[config.mk]
export PLATFORM = sky130hd
export DESIGN_NAME = barrido_displays_param
export DESIGN_NICKNAME = d
export VERILOG_FILES = /design/src/rtl/barrido_pkg.sv /design/src/rtl/decodificador_7seg.sv /design/src/rtl/barrido_displays_param.sv
export SDC_FILE = /design/constraint.sdc
export NUM_CORES = 1
export LEC_CHECK = 0
export ABC_AREA = 1
export BUFFER_PORTS_ARGS = -buffer_cell sky130_fd_sc_hd__clkbuf_2
export CORE_MARGIN = 2
export CORE_UTILIZATION = 40
export DETAILED_ROUTE_END_ITERATION = 7
export PLACE_DENSITY_LB_ADDON = 0.08
export SYNTH_ARGS = -nofsm -noshare
export SYNTH_HDL_FRONTEND = slang
export SYNTH_SLANG_ARGS = --single-unit
[constraint.sdc]
create_clock -name reloj -period 4.05 [get_ports reloj]
set_input_delay 1.215 -clock reloj [delete_from_list [all_inputs] [get_ports reloj]]
set_output_delay 1.215 -clock reloj [all_outputs]
set_load 0.05 [all_outputs]
[src/rtl/barrido_pkg.sv]
// Shared constants for the multiplexed 7-segment scan controller: the active-high
// hex font (bit0 = a ... bit6 = g) and a width helper that is safe for tiny counts.
package barrido_pkg;

   localparam logic [6:0] FONT_0 = 7'h3F;
   localparam logic [6:0] FONT_1 = 7'h06;
   localparam logic [6:0] FONT_2 = 7'h5B;
   localparam logic [6:0] FONT_3 = 7'h4F;
   localparam logic [6:0] FONT_4 = 7'h66;
   localparam logic [6:0] FONT_5 = 7'h6D;
   localparam logic [6:0] FONT_6 = 7'h7D;
   localparam logic [6:0] FONT_7 = 7'h07;
   localparam logic [6:0] FONT_8 = 7'h7F;
   localparam logic [6:0] FONT_9 = 7'h6F;
   localparam logic [6:0] FONT_A = 7'h77;
   localparam logic [6:0] FONT_B = 7'h7C;
   localparam logic [6:0] FONT_C = 7'h39;
   localparam logic [6:0] FONT_D = 7'h5E;
   localparam logic [6:0] FONT_E = 7'h79;
   localparam logic [6:0] FONT_F = 7'h71;

   localparam logic [6:0] SEG_APAGADO = 7'h00;

   // Bits needed to hold 0..n-1, never less than one bit.
   function automatic int ancho_seguro(input int n);
      return (n > 1) ? $clog2(n) : 1;
   endfunction

endpackage

[src/rtl/decodificador_7seg.sv]
// Combinational hex nibble to active-high 7-segment pattern.
module decodificador_7seg
   import barrido_pkg::*;
(
   input  logic [3:0] nibble,
   output logic [6:0] segmentos
);

   always_comb begin
      unique case (nibble)
         4'h0:    segmentos = FONT_0;
         4'h1:    segmentos = FONT_1;
         4'h2:    segmentos = FONT_2;
         4'h3:    segmentos = FONT_3;
         4'h4:    segmentos = FONT_4;
         4'h5:    segmentos = FONT_5;
         4'h6:    segmentos = FONT_6;
         4'h7:    segmentos = FONT_7;
         4'h8:    segmentos = FONT_8;
         4'h9:    segmentos = FONT_9;
         4'hA:    segmentos = FONT_A;
         4'hB:    segmentos = FONT_B;
         4'hC:    segmentos = FONT_C;
         4'hD:    segmentos = FONT_D;
         4'hE:    segmentos = FONT_E;
         default: segmentos = FONT_F;
      endcase
   end

endmodule

[src/rtl/barrido_displays_param.sv]
// Multiplexed 7-segment scan controller: refresh prescaler, frame-coherent capture,
// anti-ghosting guard, leading-zero suppression, per-digit mask and frame tick.
module barrido_displays_param
   import barrido_pkg::*;
#(
   parameter int N_DIGITOS         = 8,
   parameter int DIV_REFRESCO      = 100000,
   parameter int GUARDA            = 64,
   parameter bit ANODO_ACTIVO_BAJO = 1'b1,
   parameter bit SEG_ACTIVO_BAJO   = 1'b1
) (
   input  logic                                 reloj,
   input  logic                                 reset,
   input  logic                                 habilitar,
   input  logic [4*N_DIGITOS-1:0]               digitos,
   input  logic [N_DIGITOS-1:0]                 puntos,
   input  logic [N_DIGITOS-1:0]                 mascara,
   input  logic                                 supresion_ceros,
   output logic [ancho_seguro(N_DIGITOS)-1:0]   indice,
   output logic [N_DIGITOS-1:0]                 anodos,
   output logic [6:0]                           segmentos,
   output logic                                 punto,
   output logic                                 tick_cuadro
);

   localparam int AI = ancho_seguro(N_DIGITOS);
   localparam int AP = ancho_seguro(DIV_REFRESCO);

   localparam logic [AP-1:0]        PRE_MAX    = AP'(DIV_REFRESCO - 1);
   localparam logic [AP-1:0]        PRE_GUARDA = AP'(GUARDA);
   localparam logic [AI-1:0]        IDX_MAX    = AI'(N_DIGITOS - 1);
   localparam logic [N_DIGITOS-1:0] ANODOS_OFF = ANODO_ACTIVO_BAJO ? '1 : '0;
   localparam logic [6:0]           SEG_OFF    = SEG_ACTIVO_BAJO ? ~SEG_APAGADO : SEG_APAGADO;
   localparam logic                 PUNTO_OFF  = SEG_ACTIVO_BAJO;

   logic [AP-1:0]          pre;
   logic [4*N_DIGITOS-1:0] sombra_dig;
   logic [N_DIGITOS-1:0]   sombra_pts;
   logic [N_DIGITOS-1:0]   sombra_msk;
   logic                   sombra_sup;

   logic                   fin_slot;
   logic                   fin_cuadro;
   logic                   captura;
   logic [N_DIGITOS-1:0]   ceros_arriba;
   logic [3:0]             nibble_sel;
   logic [6:0]             seg_dec;
   logic                   blanco;
   logic                   en_guarda;
   logic [N_DIGITOS-1:0]   an_act;
   logic [6:0]             seg_act;
   logic                   pt_act;

   assign fin_slot   = (pre == PRE_MAX);
   assign fin_cuadro = fin_slot && (indice == IDX_MAX);
   assign captura    = habilitar && (pre == '0) && (indice == '0);

   // Prescaler, slot index and frame shadow registers.
   // NOTE: sequential state uses <= so every register samples pre-edge values.
   always_ff @(posedge reloj) begin
      if (reset) begin
         pre         <= '0;
         indice      <= '0;
         tick_cuadro <= 1'b0;
         // NOTE: shadow registers are reset so the first frame shows known content.
         sombra_dig  <= '0;
         sombra_pts  <= '0;
         sombra_msk  <= '0;
         sombra_sup  <= 1'b0;
      end else begin
         tick_cuadro <= habilitar && fin_cuadro;
         if (habilitar) begin
            pre <= fin_slot ? '0 : pre + 1'b1;
            if (fin_slot) begin
               indice <= (indice == IDX_MAX) ? '0 : indice + 1'b1;
            end
            if (captura) begin
               sombra_dig <= digitos;
               sombra_pts <= puntos;
               sombra_msk <= mascara;
               sombra_sup <= supresion_ceros;
            end
         end
      end
   end

   // ceros_arriba[i]: shadow nibbles i..N_DIGITOS-1 are all zero.
   always_comb begin
      ceros_arriba = '0;
      ceros_arriba[N_DIGITOS-1] = (sombra_dig[4*(N_DIGITOS-1) +: 4] == 4'h0);
      for (int i = N_DIGITOS - 2; i >= 0; i--) begin
         ceros_arriba[i] = ceros_arriba[i+1] && (sombra_dig[4*i +: 4] == 4'h0);
      end
   end

   assign nibble_sel = sombra_dig[4*int'(indice) +: 4];
   assign blanco     = sombra_msk[indice] || (sombra_sup && (indice != '0) && ceros_arriba[indice]);
   assign en_guarda  = (pre < PRE_GUARDA);

   decodificador_7seg u_decodificador (
      .nibble    (nibble_sel),
      .segmentos (seg_dec)
   );

   // NOTE: defaults first so no path through this block can infer a latch.
   always_comb begin
      an_act  = '0;
      seg_act = SEG_APAGADO;
      pt_act  = 1'b0;
      if (habilitar && !blanco) begin
         seg_act = seg_dec;
         pt_act  = sombra_pts[indice];
         if (!en_guarda) begin
            an_act[indice] = 1'b1;
         end
      end
   end

   // Output registers; pin polarity is applied only here.
   always_ff @(posedge reloj) begin
      if (reset) begin
         anodos    <= ANODOS_OFF;
         segmentos <= SEG_OFF;
         punto     <= PUNTO_OFF;
      end else begin
         anodos    <= ANODO_ACTIVO_BAJO ? ~an_act : an_act;
         segmentos <= SEG_ACTIVO_BAJO ? ~seg_act : seg_act;
         punto     <= SEG_ACTIVO_BAJO ? ~pt_act : pt_act;
      end
   end

endmodule

# Word-level counts from Yosys, hierarchy flattened
# Memories as Yosys holds them, arrays and structs flattened.
# Index checks and enable logic that the tools add are counted.
[word_totals]
register_bits = 86
latch_bits = 0
ramBits = 0
mem_bits_ro = 112
inputBits = 52
elab_cells = 66
memories = 1
[memory_table]
columns = ["name", "words", "word_bits", "read_ports", "rd_ports_with_merged_regs", "wr", "line_no", "rtl"]
rows = [
  ["(no name shown)", 16, 7, 1, 0, 0, "decodificador_7seg.sv:10", "unique case (nibble)"],
]
[classes]
n_addsub = 2
mul = 0
div_mod_pow = 0
n_lt_le_gt_ge = 3
eq_ne = 2
shifts = 1
muxes = 14
bitwise_logic = 3
n_reduce_logical = 30
[op_table]
columns = ["operator", "count"]
rows = [
  ["zero test 4 bit", 8],
  ["variable part select 32 x 6 -> 4 bit", 1],
  ["adder 17 x 1 -> 17 bit (second input constant)", 1],
  ["equality test 17 bit (second input constant)", 1],
  ["zero test 17 bit", 1],
  ["< comparator 17 x 7 -> 1 bit (second input constant)", 1],
  ["two-way mux 17 bit", 1],
  ["two-way mux 8 bit", 2],
  ["logical AND 1 bit", 15],
  ["binary-select mux 1 bit (select 3 bit)", 3],
  ["inverter 8 bit", 1],
  ["two-way mux 7 bit", 1],
  ["inverter 7 bit", 1],
  ["two-way mux 1 bit", 5],
  ["< comparator 3 x 4 -> 1 bit (second input constant)", 1],
  ["AND reduction 2 bit", 2],
  ["adder 3 x 1 -> 3 bit (second input constant)", 1],
  ["demux 1 bit (select 3 bit)", 1],
  ["equality test 3 bit (second input constant)", 1],
  [">= comparator 3 x 1 -> 1 bit (second input constant)", 1],
  ["zero test 3 bit", 1],
  ["two-way mux 3 bit", 1],
  ["nonzero test 3 bit", 1],
  ["zero test 1 bit", 1],
  ["2 further kinds", 2],
]

# Logic depth before layout (Yosys ltp)
[depth]
ltp_word = 16
ltp_mapped = 15
ltp_nobuf = 13

# Hierarchy
# A second synthesis with hierarchy kept.
[hier_totals]
hier_cells = 702
area_unflattened_um2 = 4499.3
[modules_own_cells]
columns = ["module", "instances", "cells_per_inst", "area_per_inst_um2"]
rows = [
  ["barrido_displays_param", 1, 650, 4229.1],
  ["decodificador_7seg", 1, 52, 270.3],
]

# Least setup slack after synthesis
# OpenSTA, ideal clock, no wires.
[synth_path]
path_kind = "input port to flip-flop"
from = "input habilitar"
to = "register sombra_dig[30]"
arrival_ps = 2234
required_ps = 3931
path_slack_ps = 1697
path_stages = 7
path_buffers = 2
cell_sequence = "buf_4 > inv_2 > nor4_2 > nand3_2 > clkbuf_1 > o21ai_0 > a21oi_1"
[synth_via]
elab_chain_len = 3
[synth_lines]
columns = ["item", "line_no", "rtl"]
rows = [
  ["start, declared", "barrido_displays_param.sv:14", "input logic habilitar,"],
  ["logical AND 1 bit (2 in a row)", "barrido_displays_param.sv:56", "assign captura = habilitar && (pre == '0) && (indice == '0);"],
  ["AND reduction 2 bit (no source line) (*)", "--", ""],
  ["end signal, assigned", "barrido_displays_param.sv:78", "sombra_dig <= digitos;"],
  ["end, declared", "barrido_displays_param.sv:37", "logic [4*N_DIGITOS-1:0] sombra_dig;"],
]
# Mark *: on every way between the ends. The rest lies on a longest branch, timed or not.
# A chain may end at the register's enable or synchronous reset.

# Final worst setup path
[layout_path]
from = "register indice[0]"
to = "output indice[0]"
[layout_lines]
columns = ["item", "line_no", "rtl"]
rows = [
  ["start, declared", "barrido_displays_param.sv:19", "output logic [ancho_seguro(N_DIGITOS)-1:0] indice,"],
  ["start signal, assigned", "barrido_displays_param.sv:75", "indice <= (indice == IDX_MAX) ? '0 : indice + 1'b1;"],
]
# No word-level cell between the ends.

==> flow_metrics.env <==
export IMPL_status="complete, no violations"
export IMPL_arrival_ns=1.68
export IMPL_synth_distinct_cells=32
export IMPL_final_max_slew_viol_count=0
export IMPL_drv_cap=0
export IMPL_cts_inserted_buffers=9
export IMPL_root_buffer="clkbuf_8"
export IMPL_finalNetCount=718
export IMPL_dp_hpwl_um=7203
export IMPL_maxSlewHeadroom_pct=45.22
export IMPL_grt_pass1_vias=3648
export IMPL_hold_viol=0
export IMPL_vias_per_cell=4.775
export IMPL_tns_ns=0
export IMPL_crit_family="flip-flops"
export IMPL_synth_ff_type="dfxtp_1"
export IMPL_cts_resized=0
export IMPL_place_congestion=0.8326
export IMPL_skew_ns=0.005246
export IMPL_worstMarginPinSlew_ns=0.8218
export IMPL_path_max_fanout=16
export IMPL_crit_start="indice[0]"
export IMPL_r2r_cells=8
export IMPL_core_region_area_mm2=0.01018
export IMPL_num_vias=3801
export IMPL_fillCellCount=1093
export IMPL_clock_latency_ns=0.35
export IMPL_ys_seq_area_share_pct=41.67
export IMPL_cp_cell_sequence="buf_4 -> clkbuf_2"
export IMPL_grt_antenna_before_repair=0
export IMPL_final_common_cell="nand2_1"
export IMPL_clock_sinks=86
export IMPL_finalCriticalPeriod_ns=2.898
export IMPL_max_stage_delay_ns=0.71
export IMPL_overflow=0
export IMPL_tritoncts="built"
export IMPL_synth_area_mm2=0.004131
export IMPL_peakVddDrop_uv=183.7
export IMPL_die_x_um=105.6
export IMPL_holdCritPathClass="flop to flop"
export IMPL_syn_avg_cell_area_um2=6.944
export IMPL_syn_instance_count=595
export IMPL_drive_above_1_share_pct=15.15
export IMPL_grt_max_degree=99
export IMPL_ioPinCount=72
export IMPL_post_cts_buffers=0
export IMPL_finalCritPeriodShare_pct=71.56
export IMPL_cp_slowest_cell="dfxtp_1"
export IMPL_cp_depth=2
export IMPL_die_y_um=105.6
export IMPL_clk_path_buf_depth=2
export IMPL_htree_levels=3
export IMPL_postRouteAntennaNets=0
export IMPL_cp_start_kind="flop"
export IMPL_worstSetupEndpointType="primary output"
export IMPL_multi_input_area_mm2=0.001958
export IMPL_yosys_register_bits=86
export IMPL_r2r_setup_slack_ns=1.50
export IMPL_placement_rows=37
export IMPL_required_ns=2.83
export IMPL_worstPathBufferInverterCount=2
export IMPL_syn_to_final_growth_pct=14.45
export IMPL_utilization_pct=46.43
export IMPL_setup_viol=0
export IMPL_fmaxAchievable_ghz=0.3450
export IMPL_timing_rr_end="sombra_dig[2]"
export IMPL_synthArstFlopShare_pct=0
export IMPL_synth_warnings=0
export IMPL_worstSetupPathType="flop to primary output"
export IMPL_antennaDiodeCount=0
export IMPL_final_cell_mix="nand2_1, dfxtp_1, inv_1"
export IMPL_leakage_nw=2.115
export IMPL_port_buffers=71
export IMPL_grt_use_total_pct=18.88
export IMPL_drc=0
export IMPL_initial_core_util_pct=40.57
export IMPL_firstDrtPassIters=4
export IMPL_crit_end="indice[0]"
export IMPL_grt_pass1_wl_um=16930
export IMPL_seq_area_mm2=0.001722
export IMPL_wire_per_inst_um=12.51
export IMPL_dr_first_iter_drc_count=137
export IMPL_clkTransAtPathRegs_ns=0.08
export IMPL_mappedNetlistNets=658
export IMPL_cts_hold_buf=0
export IMPL_drt_wl_total_um=9958
export IMPL_synth_edff_count=0
export IMPL_regToRegStartpoint="indice[0]"
export IMPL_die_area_mm2=0.01116
export IMPL_rsz0062_at_grt="no"
export IMPL_pwr_density_cell_mw_per_mm2=381.9
report_power, final:
| part | switching [mW] | leakage [nW] | total [mW] | internal, mW |
|---|---|---|---|---|
| Combinational | 0.189 | 1.32 | 0.286 | 0.0977 |
| Sequential | 0.0285 | 0.705 | 0.934 | 0.905 |
| Clock | 0.302 | 0.0904 | 0.586 | 0.284 |
registers in the layout (all words and copies together) (netlist names):
signal,flops
indice,3
sombra_dig,32
punto,1
sombra_pts,8
segmentos,7
anodos,8
pre,17
tick_cuadro,1
sombra_msk,8
sombra_sup,1
synthesized netlist by cell type, types with 3 or more instances:
cell type	count	area [um^2]
a21oi_1	63	315.3
buf_2	5	25.02
buf_4	3	22.52
buf_6	3	33.78
clkbuf_1	14	52.55
dfxtp_1	86	1722
ha_1	11	137.6
inv_1	76	285.3
inv_2	6	22.52
nand2_1	113	424.2
nand3_1	35	175.2
nand4_1	10	62.56
nor2_1	73	274.0
nor3_1	7	35.03
nor3b_1	4	30.03
nor4_1	3	18.77
o211ai_1	4	30.03
o21ai_0	55	275.3
xor2_1	7	61.31
layout make-up:
class | instances | area share [%]
clock buffer | 12 | 2.858
clock inverter | 4 | 1.006
inverter | 84 | 6.721
multi-input combinational | 400 | 41.41
sequential | 86 | 36.41
tap | 136 | 3.599
timing repair buffer | 74 | 7.992
routing by layer:
metal / GRT usage, % / routed length (um) / up-vias
met5: 0 / 0 / -
met4: 6.015 / 210 / 0
met3: 4.082 / 416 / 16
met2: 31.47 / 4458 / 72
met1: 24.36 / 4873 / 1689
li1: - / - / 2024
logic make-up after synthesis:
group,share of synthesized area [%]
DFF,41.67
buffers and inverters,10.93
and+or+nand+nor,26.11
xor gates and xnor gates,1.908
adders and majority gates,3.331
AOI/OAI and AO/OA,16.05
through the flow:
stage               area [um^2]  total power [mW]  hold slack (ns)  instances  worst slack (ns)
floorplan                  4131             1.167           0.4200        595             1.697
global placement           4546             1.236           0.4317        780             1.221
detailed placement         4546             1.241           0.4345        780             1.194
CTS                        4728             1.827           0.4475        796             1.154
global route               4728             1.915           0.4670        796             1.037
finish                     4728             1.806           0.4463        796             1.152
worst min path at each step:
stage / startpoint / end / slack (ns) / cells after the start
after global routing: sombra_msk[5] / sombra_msk[5] / 0.47 / 2
after floorplan: sombra_msk[2] / sombra_msk[2] / 0.42 / 2
final: sombra_msk[6] / sombra_msk[6] / 0.45 / 2
after detailed placement: sombra_msk[6] / sombra_msk[6] / 0.43 / 2
after CTS: sombra_msk[6] / sombra_msk[6] / 0.45 / 2
after global placement: sombra_msk[5] / sombra_msk[5] / 0.43 / 2
worst reg2reg max path, delay by kind of cell, from the launching register on:
kind,cells,cell delay (ns)
AOI/OAI and AO/OA,2,0.41
adders and majority gates,1,0.30
buffers and inverters,2,0.84
DFF,1,0.71
and+or+nand+nor,3,0.22
Note: power is estimated with default switching activity, not from simulation.
